**config.mk**
```make
export PLATFORM = sky130hd
export DESIGN_NAME = inst_rom_arbiter
export DESIGN_NICKNAME = d
export VERILOG_FILES = /design/src/rtl/rom_arb_pkg.sv /design/src/rtl/inst_rom_arbiter.sv
export SDC_FILE = /design/constraint.sdc
export NUM_CORES = 1
export LEC_CHECK = 0
export CAP_MARGIN = 10
export CORE_MARGIN = 2
export CORE_UTILIZATION = 41
export DETAILED_ROUTE_END_ITERATION = 12
export GPL_TIMING_DRIVEN = 0
export PLACE_DENSITY = 0.86
export SYNTH_ARGS = -nofsm -noshare
export SYNTH_HDL_FRONTEND = slang
export SYNTH_SLANG_ARGS = --single-unit
```
**constraint.sdc**
```tcl
create_clock -name clk -period 3.7 [get_ports clk]
set_clock_uncertainty 0.2 [all_clocks]
set_input_delay 0.74 -clock clk [delete_from_list [all_inputs] [get_ports clk]]
set_output_delay 0.74 -clock clk [all_outputs]
set_load 0.005 [all_outputs]
```
**src/rtl/rom_arb_pkg.sv**
```systemverilog
// Shared types and helpers for the instruction ROM arbiter.
package rom_arb_pkg;

  // Who owns the ROM word arriving in the next cycle.
  typedef enum logic [1:0] {
    OWN_NONE = 2'd0,
    OWN_CPU  = 2'd1,
    OWN_DBG  = 2'd2
  } owner_e;

  localparam int ROM_AW_DEFAULT = 10;
  localparam int BURST_CNT_W    = 4;

  // Byte address to word address; the caller truncates to the ROM width,
  // which drops any address bits above the ROM without complaint.
  function automatic logic [31:0] byte_to_word(input logic [31:0] byte_addr);
    return byte_addr >> 2;
  endfunction

endpackage

```
**src/rtl/inst_rom_arbiter.sv**
```systemverilog
// Shares a single-port, 1-cycle-latency instruction ROM between the CPU fetch
// port and a debug read port. The CPU normally wins, but after MAX_CPU_BURST
// consecutive contended CPU grants the debug request is forced through.
//
// Handshake: a request is accepted in the cycle its *_gnt is high (grant is
// combinational from *_req). The matching *_rvalid/*_rdata appears exactly one
// cycle later. The debug master must hold dbg_req/dbg_addr until dbg_gnt; the
// CPU may change cpu_req every cycle and sees cpu_stall when not served.
module inst_rom_arbiter
  import rom_arb_pkg::*;
#(
  parameter int ROM_AW        = ROM_AW_DEFAULT,
  parameter int MAX_CPU_BURST = 4
) (
  input  logic              clk,
  input  logic              rst,
  input  logic              cpu_req,
  input  logic [31:0]       cpu_addr,
  output logic              cpu_gnt,
  output logic              cpu_stall,
  output logic              cpu_rvalid,
  output logic [31:0]       cpu_rdata,
  input  logic              dbg_req,
  input  logic [31:0]       dbg_addr,
  output logic              dbg_gnt,
  output logic              dbg_rvalid,
  output logic [31:0]       dbg_rdata,
  output logic              rom_ce,
  output logic [ROM_AW-1:0] rom_addr,
  input  logic [31:0]       rom_data
);

  localparam logic [BURST_CNT_W-1:0] MAX_B = BURST_CNT_W'(MAX_CPU_BURST);

  owner_e                 owner_q, owner_d;
  logic [BURST_CNT_W-1:0] burst_cnt_q, burst_cnt_d;
  logic [31:0]            cpu_hold_q, dbg_hold_q;

  logic              cpu_wins;
  logic [ROM_AW-1:0] cpu_waddr, dbg_waddr;

  assign cpu_waddr = ROM_AW'(byte_to_word(cpu_addr));
  assign dbg_waddr = ROM_AW'(byte_to_word(dbg_addr));

  // CPU wins unless debug is waiting and the CPU burst allowance is used up.
  assign cpu_wins = cpu_req & (~dbg_req | (burst_cnt_q < MAX_B));

  // Grant, stall and ROM drive; all forced quiet during reset.
  always_comb begin
    cpu_gnt   = 1'b0;
    dbg_gnt   = 1'b0;
    cpu_stall = 1'b0;
    rom_addr  = '0;
    if (!rst) begin
      cpu_gnt   = cpu_wins;
      dbg_gnt   = dbg_req & ~cpu_wins;
      cpu_stall = cpu_req & ~cpu_wins;
      if (cpu_gnt) begin
        rom_addr = cpu_waddr;
      end else if (dbg_gnt) begin
        rom_addr = dbg_waddr;
      end
    end
  end

  assign rom_ce = cpu_gnt | dbg_gnt;

  // Next owner and burst count from this cycle's grant.
  always_comb begin
    owner_d     = OWN_NONE;
    burst_cnt_d = burst_cnt_q;
    if (cpu_gnt) begin
      owner_d = OWN_CPU;
    end else if (dbg_gnt) begin
      owner_d = OWN_DBG;
    end
    if (cpu_gnt && dbg_req) begin
      burst_cnt_d = burst_cnt_q + 1'b1;
    end else if (dbg_gnt || !dbg_req) begin
      burst_cnt_d = '0;
    end
  end

  // Owner, burst counter and per-port hold registers.
  always_ff @(posedge clk) begin
    if (rst) begin
      owner_q     <= OWN_NONE;
      burst_cnt_q <= '0;
      cpu_hold_q  <= '0;
      dbg_hold_q  <= '0;
    end else begin
      owner_q     <= owner_d;
      burst_cnt_q <= burst_cnt_d;
      if (owner_q == OWN_CPU) begin
        cpu_hold_q <= rom_data;
      end
      if (owner_q == OWN_DBG) begin
        dbg_hold_q <= rom_data;
      end
    end
  end

  assign cpu_rvalid = (owner_q == OWN_CPU);
  assign dbg_rvalid = (owner_q == OWN_DBG);
  assign cpu_rdata  = cpu_rvalid ? rom_data : cpu_hold_q;
  assign dbg_rdata  = dbg_rvalid ? rom_data : dbg_hold_q;

endmodule

```
==> results of run 1 <==
==> cells in the mapped netlist <==
master	instances
dfxtp_1	70
nor2b_1	67
mux2_4	58
a22o_1	9
clkbuf_1	7
buf_6	6
mux2_2	6
and2_1	4
nor2_1	4
buf_2	3
a21oi_1	2
nand2_1	2
nand2b_1	2
a21o_1	1
a21oi_2	1
and3_1	1
conb_1	1
ha_1	1
inv_1	1
nand3_1	1
o21ai_0	1
==> sequential cells by signal (all words and copies together), names as in the netlist <==
| signal | flops |
|---|---|
| owner_q | 2 |
| dbg_hold_q | 32 |
| cpu_hold_q | 32 |
| burst_cnt_q | 4 |
==> per-stage QoR <==
step	hold slack, ns	cells
2_1_floorplan	0.198	248
3_3_place_gp	0.208	482
3_5_place_dp	0.219	482
4_1_cts	0.235	498
5_1_grt	0.262	498
6_report	0.224	498
==> where the power goes <==
| part | leakage [nW] | total [mW] | switching, mW | internal, mW |
|---|---|---|---|---|
| sequential | 0.570 | 0.793 | 0.00870 | 0.785 |
| clock | 0.116 | 0.699 | 0.283 | 0.416 |
| combinational | 1.31 | 0.373 | 0.120 | 0.252 |
| total | 1.99 | 1.87 | 0.412 | 1.45 |
==> layout make-up <==
| class | count | share of cell area, % |
|---|---|---|
| buffer | 16 | 2.28 |
| timing repair buffer | 135 | 28.3 |
| tap | 99 | 2.59 |
| sequential | 70 | 29.3 |
| inverter | 1 | 0.0786 |
| multi-input combinational | 161 | 32.6 |
| clock inverter | 5 | 1.70 |
| clock buffer | 11 | 3.17 |
==> final timing paths <==
check                  from             end  slack (ns)
max                 cpu_req     rom_addr[7]        0.15
min          burst_cnt_q[0]  burst_cnt_q[0]        0.22
max reg2reg      owner_q[1]  dbg_hold_q[27]        2.09
min reg2reg  burst_cnt_q[0]  burst_cnt_q[0]        0.22
==> worst reg2reg max path, stage by stage, from the launching register on <==
cell and delay, ns:
dfxtp_1 0.31, nor2b_1 0.11, buf_2 0.20, buf_6 0.21
mux2_4 0.32, nor2b_1 0.13
==> per-layer routing <==
layer	share of wire, %	vias up	wire length [µm]
met3	6.9	15	510
met2	47	84	3440
met5	0	-	0
met4	2.1	0	152
li1	-	1115	-
met1	44	1046	3260
==> cell families (layout without fill, tap and decap cells) <==
family,after synthesis,in the layout,synth area share (%)
other cells,1,1,0.122
buf+inv,17,168,3.67
mux,64,64,30.6
fa+ha+maj,1,1,0.408
compound gates,14,14,3.59
simple gates,81,81,16.0
flops,70,70,45.7
==> results.md, run 1 <==
* Data arrival, critical path at between 2 and 3 ns
* Initial antenna violation count at 0
* Initial Util at between 40 and 50%
* Detailed Place HPWL at between 5 and 6 mm
* Antenna-violating nets left at 0
* CTS tree: yes
* Met3 usage at 6.18%
* Via count at 2,260
* Filler cells at 559
* DRC at 0
* FF/Latch Area at 0.00140 mm²
* Initial DRC count at between 50 and 60
* N_diodes at 0
* VDD IR-drop max at around 0.00027 V
* Largest net degree at the start of global routing at 13
* Final Power at 1.87 mW
* Fin crit period at 3.55 ns
* Commonest cells after routing, fill and taps aside: clkdlybuf4s50_1 (135), dfxtp_1 (70), nor2b_1 (67)
* Synth-to-Final Area Change at 55.6%
* DR vias/cell at 4.54
* Worst hold-check path type: reg2reg
* Met1 usage at roughly a fifth
* Final Core Density at 65.9%
* Worst slew pin tran at 0.544 ns
* Port Buffers at 135
* CTS root buffer: clkbuf_8
* CTS H-tree lvls at 3
* Slowest cell on crit path: clkdlybuf4s50_1
* Status: complete, no violations
* Num rows at 31
* Area post-placement at around 0.0045 mm²
* Clock buffer depth at 2
* Final WS setup at 0.153 ns
* CP max FO at 10
* Yosys warns at 0
* GP Congestion at 0.727
* CP Data Required Time at ~2.8 ns
* Total routed wirelength at between 7 and 8 mm
* Synth top area cells: dfxtp_1 (46%), mux2_4 (28%), nor2b_1 (14%), a22o_1 (2.6%), buf_6 (2.2%)
* Postcts setup bufs at 0
* Post-synthesis sequential area ratio at a little under half
* Final Hold Viols at 0
* CP Capture Type: output port
* Synth cell types at 21
* Slew headroom at roughly 64%
* RSZ-0062 raised after global routing: no
* Core Footprint at 0.00725 mm²
* Max-Cap Viols at 0
* Number of synthesized register bits at 70
* Boundary Pins at 180
* Clk slew on worst S/H paths at 0.07 ns
* Kind of cell adding the most delay to the critical path: buffers and inverters
* Grt ovf at 0
* Die area at 0.00819 mm²
* Die Wd at ~91 µm
* Dpl ws at 0.163 ns
* CP peak stage delay at ~0.59 ns
* Vias in the first global route at 2,406
* Max-slew violations at 0
* Startpoint Class: input port
* Post-Syn Area at 0.00307 mm²
* Clk_lat worst skew at 0.33 ns
* First-pass GRT wire length at 11.8 mm
* Synth Instances at between 200 and 250
* Lkg Pwr at 1.99 nW
* Final setup vio count at 0
* Post-Syn Nets at 349
* Post-CTS Hold Fix Bufs at 0
* Crit share post-route at 95.9%
* Resize count post-CTS at 0
* Layout cells sized above 1 at between 20% and 30%
* Commonest non-fill, non-tap cell in the layout: clkdlybuf4s50_1
* Final Cell Area at 0.00478 mm²
* Worst reg2reg path depth at 5
* Mean area per synthesized cell at ~12 µm²
* Sink Count at 70
* DRT Pass-1 Iters at 4
* Area of the multi-input gates at 0.00156 mm²
* Hold Path Depth at 1
* Crit. path cell count at 6
* GR peak layer: met2
* Synth top area share at 45.7%
* Die Ht at 90.5 µm
* Total power per unit cell area at 391 mW/mm²
* Crit-path cells: clkdlybuf4s50_1 -> nor2b_1 -> and2_1 -> buf_2 -> a22o_1 -> clkdlybuf4s50_1
* Most frequent CP cell: clkdlybuf4s50_1
* Worst path bufs/invs at 3
* Final net count at 495
* Drt wl/cell at ~15 µm
* Met2 usage at 29.8%
* Final setup TNS at 0 ns
* Achievable Freq at around 280 MHz
* CP Class: in2out
* Yosys top cell by area: dfxtp_1
* CTS Buf Count at 9
* GRT Overall Usage at 18.1%
No activity file was read; power rests on OpenSTA's default activity.
==> inputs of run 2 (changes only) <==
Settings changed: CORE_UTILIZATION 41 to 34, GPL_ROUTABILITY_DRIVEN set to 1, PLACE_DENSITY 0.86 to 0.76.
Clock period 3.7 ns to 3.21 ns, I/O delays scaled along.
==> results.md, run 2 (synthesis results as in run 1) <==
* Status: complete, no violations (unchanged)
* Area post-placement at 0.00456 mm² (was 0.00454 mm²)
* Die Ht at 99.0 µm (was 90.5 µm)
* Reg power frac at 45.0% (was 42.5%)
* CTS H-tree lvls at 3 (unchanged)
* Initial antenna violation count at 0 (unchanged)
* Final setup vio count at 0 (unchanged)
* Commonest cells after routing, fill and taps aside: clkdlybuf4s50_1 (132), dfxtp_1 (70), nor2b_1 (66) (was clkdlybuf4s50_1 (135), dfxtp_1 (70), nor2b_1 (67))
* CP Class: in2out (unchanged)
* Die area at 0.00980 mm² (was 0.00819 mm²)
* Antenna-violating nets left at 0 (unchanged)
* CTS root buffer: clkbuf_8 (unchanged)
* Achievable Freq at 345 MHz
* CTS Buf Count at 9 (unchanged)
* Sink Count at 70 (unchanged)
* Post-CTS Hold Fix Bufs at 0 (unchanged)
* Min-Delay Startpoint: burst_cnt_q[0] (unchanged)
* Core Footprint at 0.00872 mm² (was 0.00725 mm²)
* Power Internal at 1.55 mW (was 1.45 mW)
* Critical R2R Launch: owner_q[1] (unchanged)
* Switching part of the total power at 23.7% (was 22.1%)
* Crit-path cells: clkbuf_2 -> nor2b_2 -> and2_1 -> buf_4 -> a22o_1 -> clkdlybuf4s50_1 (was clkdlybuf4s50_1 -> nor2b_1 -> and2_1 -> buf_2 -> a22o_1 -> clkdlybuf4s50_1)
* CTS tree: yes (unchanged)
* Initial DRC count at 20 (was 52)
* CP peak stage delay at 0.51 ns (was 0.59 ns)
* Max-slew violations at 0 (unchanged)
* Total power per unit cell area at 424 mW/mm² (was 391 mW/mm²)
* DRC at 0 (unchanged)
* Final cell count without fillers at 509 (was 498)
* Hold Path Depth at 1 (unchanged)
* Total routed wirelength at 7.82 mm (was 7.36 mm)
* N_diodes at 0 (unchanged)
* Reg2reg setup slack at 1.56 ns (was 2.09 ns)
* Grt ovf at 0 (unchanged)
* Clk_lat worst skew at 0.33 ns (about the same)
* Initial Util at 35.2% (was 42.3%)
* VDD IR-drop max at 0.000202 V (was 0.000266 V)
* Clk network pwr share at 33.4% (was 37.5%)
* Fin crit period at 2.90 ns
* CP Data Required Time at 2.37 ns (was 2.76 ns)
* Combinational Power Share at 21.6% (was 20.0%)
* Via count at 2,299 (was 2,260)
* Final Hold Viols at 0 (unchanged)
* Dpl ws at -0.164 ns (was 0.163 ns)
* Detailed Place HPWL at 5.70 mm (was 5.49 mm)
* Drt wl/cell at 15.4 µm (was 14.8 µm)
* Hold Path Sink: burst_cnt_q[0] (unchanged)
* Data arrival, critical path at 2.06 ns (was 2.61 ns)
* CP max FO at 10 (unchanged)
* Slew headroom at 59.3% (was 63.7%)
* Worst hold-check path type: reg2reg (unchanged)
* DR vias/cell at 4.52 (was 4.54)
* Clk slew on worst S/H paths at 0.06 ns (was 0.07 ns)
* Final Power at 2.03 mW (was 1.87 mW)
* Lkg Pwr at 2.01 nW (was 1.99 nW)
* Crit share post-route at 90.3%
* Vias in the first global route at 2,431 (was 2,406)
* Layout cells sized above 1 at 23.9% (was 22.6%)
* Startpoint Class: input port (unchanged)
* Worst reg2reg path depth at 5 (unchanged)
* DRT Pass-1 Iters at 4 (unchanged)
* CP Launch Point: cpu_req (unchanged)
* RR Endpoint: dbg_hold_q[1] (was dbg_hold_q[27])
* Commonest non-fill, non-tap cell in the layout: clkdlybuf4s50_1 (unchanged)
* Port Buffers at 135 (unchanged)
* Final WS setup at 0.312 ns (was 0.153 ns)
* Final net count at 498 (was 495)
* Final Cell Area at 0.00480 mm² (was 0.00478 mm²)
* First-pass GRT wire length at 12.2 mm (was 11.8 mm)
* GP Congestion at 0.744 (was 0.727)
* Net Switching at 481 µW (was 412 µW)
* Max-Cap Viols at 0 (unchanged)
* Clock buffer depth at 2 (unchanged)
* Largest net degree at the start of global routing at 13 (unchanged)
* CP Capture Type: output port (unchanged)
* Num rows at 34 (was 31)
* GRT Overall Usage at 15.8% (was 18.1%)
* Die Wd at 99.0 µm (was 90.5 µm)
* # placed instances at 491 (was 482)
* Hold slack at 0.223 ns (was 0.224 ns)
* Worst slew pin tran at 0.609 ns (was 0.544 ns)
* Synth-to-Final Area Change at 56.3% (was 55.6%)
* Top flop regs: cpu_hold_q x32, dbg_hold_q x32, burst_cnt_q x4 (unchanged)
* Boundary Pins at 180 (unchanged)
* Slowest cell on crit path: clkdlybuf4s50_1 (unchanged)
* RSZ-0062 raised after global routing: no (unchanged)
## run 2: cell count changes in the layout (fill, tap and decap cells not counted), moves of 2 or more
cell | before | now
a21oi_4 | 0 | 2
dlymetal6s2s_1 | 0 | 2
buf_4 | 0 | 3
clkbuf_8 | 11 | 9
clkdlybuf4s50_1 | 135 | 132
## run 2: final cells by class
type,count,area [µm²]
fillers,753,3920
clock buffers,9,124
flip-flops and latches,70,1400
clock inverters,6,63.8
multi-input cells,162,1590
repair buffers,137,1370
plain buffers,16,111
inverters,1,3.75
well taps,108,135
## run 2: per-stage QoR
stage / setup TNS [ns] / utilization, %
after global routing: 0 / 55.0
after global placement: -1.06 / 52.2
after detailed placement: -1.19 / 52.2
after floorplan: 0 / -
final: 0 / 55.0
after CTS: -0.000945 / 54.7
## run 2: how the worst max path moves through the flow
stage / end / slack [ns] / cells after the start
global route: rom_addr[4] / 0.21 / 4
CTS: rom_addr[2] / -0.0009 / 5
detailed placement: rom_addr[6] / -0.16 / 6
finish: rom_addr[6] / 0.31 / 6
floorplan: rom_addr[0] / 1.08 / 3
global placement: rom_addr[6] / -0.15 / 6
## run 2: power groups by stage
stage,clock (mW),sequential (mW),combinational (mW)
3_5_place_dp,0,0.935,0.434
5_1_grt,0.735,0.918,0.469
4_1_cts,0.702,0.915,0.442
3_3_place_gp,0,0.933,0.430
6_report,0.679,0.914,0.439
2_1_floorplan,0,0.931,0.193
## run 2: metal layers
metal	track usage [%]	routed length, µm	vias up
met2	28.7	4000	89
met1	17.5	3210	1080
met4	5.37	71	0
li1	-	-	1123
met5	0	0	-
met3	4.40	536	7
## run 2: timing repair
action / CTS / global route
pin swaps: 1 / 0
resized for setup: 5 / 8
cloned: 1 / 0
setup endpoints to repair: 9 / 10
buffers inserted: 1 / 1
## run 2: critical path, delay by kind of cell
| kind | cells | cell delay (ns) |
|---|---|---|
| AO/OA/AOI/OAI | 1 | 0.18 |
| AND/OR/NAND/NOR | 2 | 0.35 |
| buffers and inverters | 3 | 0.87 |
==> patch (flow settings as in run 2) <==
Encoding of `owner_e`: now one-hot (3 bits for 3 values).
--- a/src/rtl/rom_arb_pkg.sv
+++ b/src/rtl/rom_arb_pkg.sv
@@ -2,10 +2,10 @@
 package rom_arb_pkg;
 
   // Who owns the ROM word arriving in the next cycle.
-  typedef enum logic [1:0] {
-    OWN_NONE = 2'd0,
-    OWN_CPU  = 2'd1,
-    OWN_DBG  = 2'd2
+  typedef enum logic [2:0] {
+    OWN_NONE = 3'b001,
+    OWN_CPU  = 3'b010,
+    OWN_DBG  = 3'b100
   } owner_e;
 
   localparam int ROM_AW_DEFAULT = 10;
Function: same outputs for any inputs over 10 cycles, from zero or initial values and one cycle with rst high; not proved beyond that.
==> patch against run 2 <==
- sequential cell count increased by 1
- wire length decreased by 7.8%
- die area decreased by 5.6%
- setup slack got worse by 0.23 ns
- utilization increased by 1.3 points
- power decreased by 7.0%
- combinational power decreased by 36%
- non-clock buffer count decreased by 2
- count of clock-buffer cells in the layout increased by 1
- via count decreased by 0.17%
- synthesized area decreased by 5.9%
- cell area decreased by 3.6%
- critical path type unchanged
- critical endpoint is now rom_ce
- largest power group unchanged
==> patch: results (changes against run 2) <==
* Clk slew on worst S/H paths at 0.07 ns
* Top cell types by occurrence after synthesis: 71 x dfxtp_1, 66 x nor2b_1, 58 x mux2_2, 9 x a22o_1, 7 x clkbuf_1
* Drt initial violations at 33 (+65%)
* Vias in the first global route at 2,306 (-5.1%)
* WL final at 7211 um (-7.8%)
* DP Area at 4372 um2 (-4.0%)
* GRT Total Usage at 15.68% (-0.075 points)
* Slew headroom at 60.17% (+0.89 points)
* Number of synthesized flops with an enable pin at 0 (unchanged)
* RePlAce Congestion at 0.7714 (+3.8%)
* # H-tree levels at 3 (unchanged)
* Initial antenna violation count at 0 (unchanged)
* Yosys warning count at 0 (unchanged)
* Routed vias/inst at 4.536 (+0.42%)
* Largest regs: cpu_hold_q (32), dbg_hold_q (32), burst_cnt_q (4)
* Num CTS Buffers at 9 (unchanged)
* Syn nets at 348 (-0.29%)
* Post-synthesis mux area share at 24.95% (-5.6 points)
* Root Buffer Master: clkbuf_8
* Synth Flop Type: dfxtp_1
* Synth Area in XOR/XNOR at 0% (unchanged)
* First-pass GRT wire length at 11,040 um (-9.2%)
* Yosys cell types at 23 (+9.5%)
* Post-layout net count at 497 (-0.20%)
* Ys async rst share at 0% (unchanged)
* Crit Path Max Fanout at 10 (unchanged)
* Layout cells sized above 1 at 22.94% (-1.0 points)
* Final HPWL DP at 5348 um (-6.2%)
* Top cells by area, synth: dfxtp_1 49%, mux2_2 23%, nor2b_1 14%
* Hold crit path type: reg2reg
* TritonRoute pass-1 iters at 4 (unchanged)
* Status: finished clean
* Sequential area share after synthesis at 49.20% (+3.5 points)
* Placement Setup Slack at -0.1191 ns (+0.04487 ns)
* Number of diodes at 0 (unchanged)
* Largest net degree at the start of global routing at 13 (unchanged)
* Max clock buf depth at 2 (unchanged)
* Max VDD drop at 0.2821 mV (+40%)
* Critical path data arrival time at 2.28 ns (+0.22 ns)
* Clk_lat worst skew at 0.34 ns
* Layout fillers at 717 (-4.8%)
* Clock network fraction of total power at 37.1% (+3.7 points)
* Internal power at 1.463 mW (-5.7%)
* Buffers added on ports at 135 (unchanged)
* Leak at 1.851 nW (-8.0%)
* Synth Area in Compound Gates at 3.811% (+0.22 points)
* Post-synthesis adder-cell area fraction at 0.4331% (+0.025 points)
## patch: layer usage
| metal | part of all wire, % | track usage, % |
|---|---|---|
| met3 | 7.5 | 5.795 |
| met5 | 0 | 0 |
| met2 | 48 | 25.69 |
| met4 | 0.87 | 5.357 |
| met1 | 43 | 18.88 |
## patch: cells by family after synthesis
kind of cell / count (synthesis)
multiplexers: 64
buffers and inverters: 15
AO/OA/AOI/OAI: 14
adder cells (fa/ha/maj): 1
AND/OR/NAND/NOR: 81
flip-flops: 71
other: 1
## patch: power groups by stage
stage                     logic (mW)  clock network [mW]  registers [mW]
final                          0.282               0.701           0.908
after global routing           0.303               0.764           0.910
after CTS                      0.279               0.725           0.908
after detailed placement       0.276                   0           0.929
after global placement         0.274                   0           0.928
after floorplan                0.101                   0           0.927
## patch: final cells by class
class                           count  area [um2]  area share [%]
Buffer                             14       102.6           2.217
Clock buffer                       10       137.6           2.975
Clock inverter                      6       60.06           1.298
Inverter                            1       3.754         0.08112
Multi-Input combinational cell    162        1403           30.31
Sequential cell                    71        1421           30.72
Tap cell                          105       131.4           2.839
Timing Repair Buffer              137        1368           29.56
## patch: what timing repair did
item,4_1_cts,5_1_grt
setup buffers,0,2
gates cloned,0,1
pin swaps,0,0
hold buffers,0,0
resized for setup,4,7
setup endpoints to repair,9,9
## patch: worst max-delay path, stage by stage
cell	delay (ns)
clkdlybuf4s50_1	0.49
clkbuf_2	0.26
or2_2	0.34
inv_1	0.05
clkdlybuf4s50_1	0.50
## patch: metrics by stage
stage          util, %  std cells
2_1_floorplan        -        247
3_3_place_gp     53.21        487
3_5_place_dp     53.21        487
4_1_cts          55.73        503
5_1_grt          56.31        506
6_report         56.31        506
## patch: path summary, 6_finish.rpt
path                       start             end  slack (ns)  depth (start not counted)
setup / recovery             rst          rom_ce        0.08                          5
hold / removal    burst_cnt_q[0]  burst_cnt_q[0]        0.23                          1
setup reg to reg      owner_q[2]   dbg_hold_q[3]        1.36                          4
hold reg to reg   burst_cnt_q[0]  burst_cnt_q[0]        0.23                          1
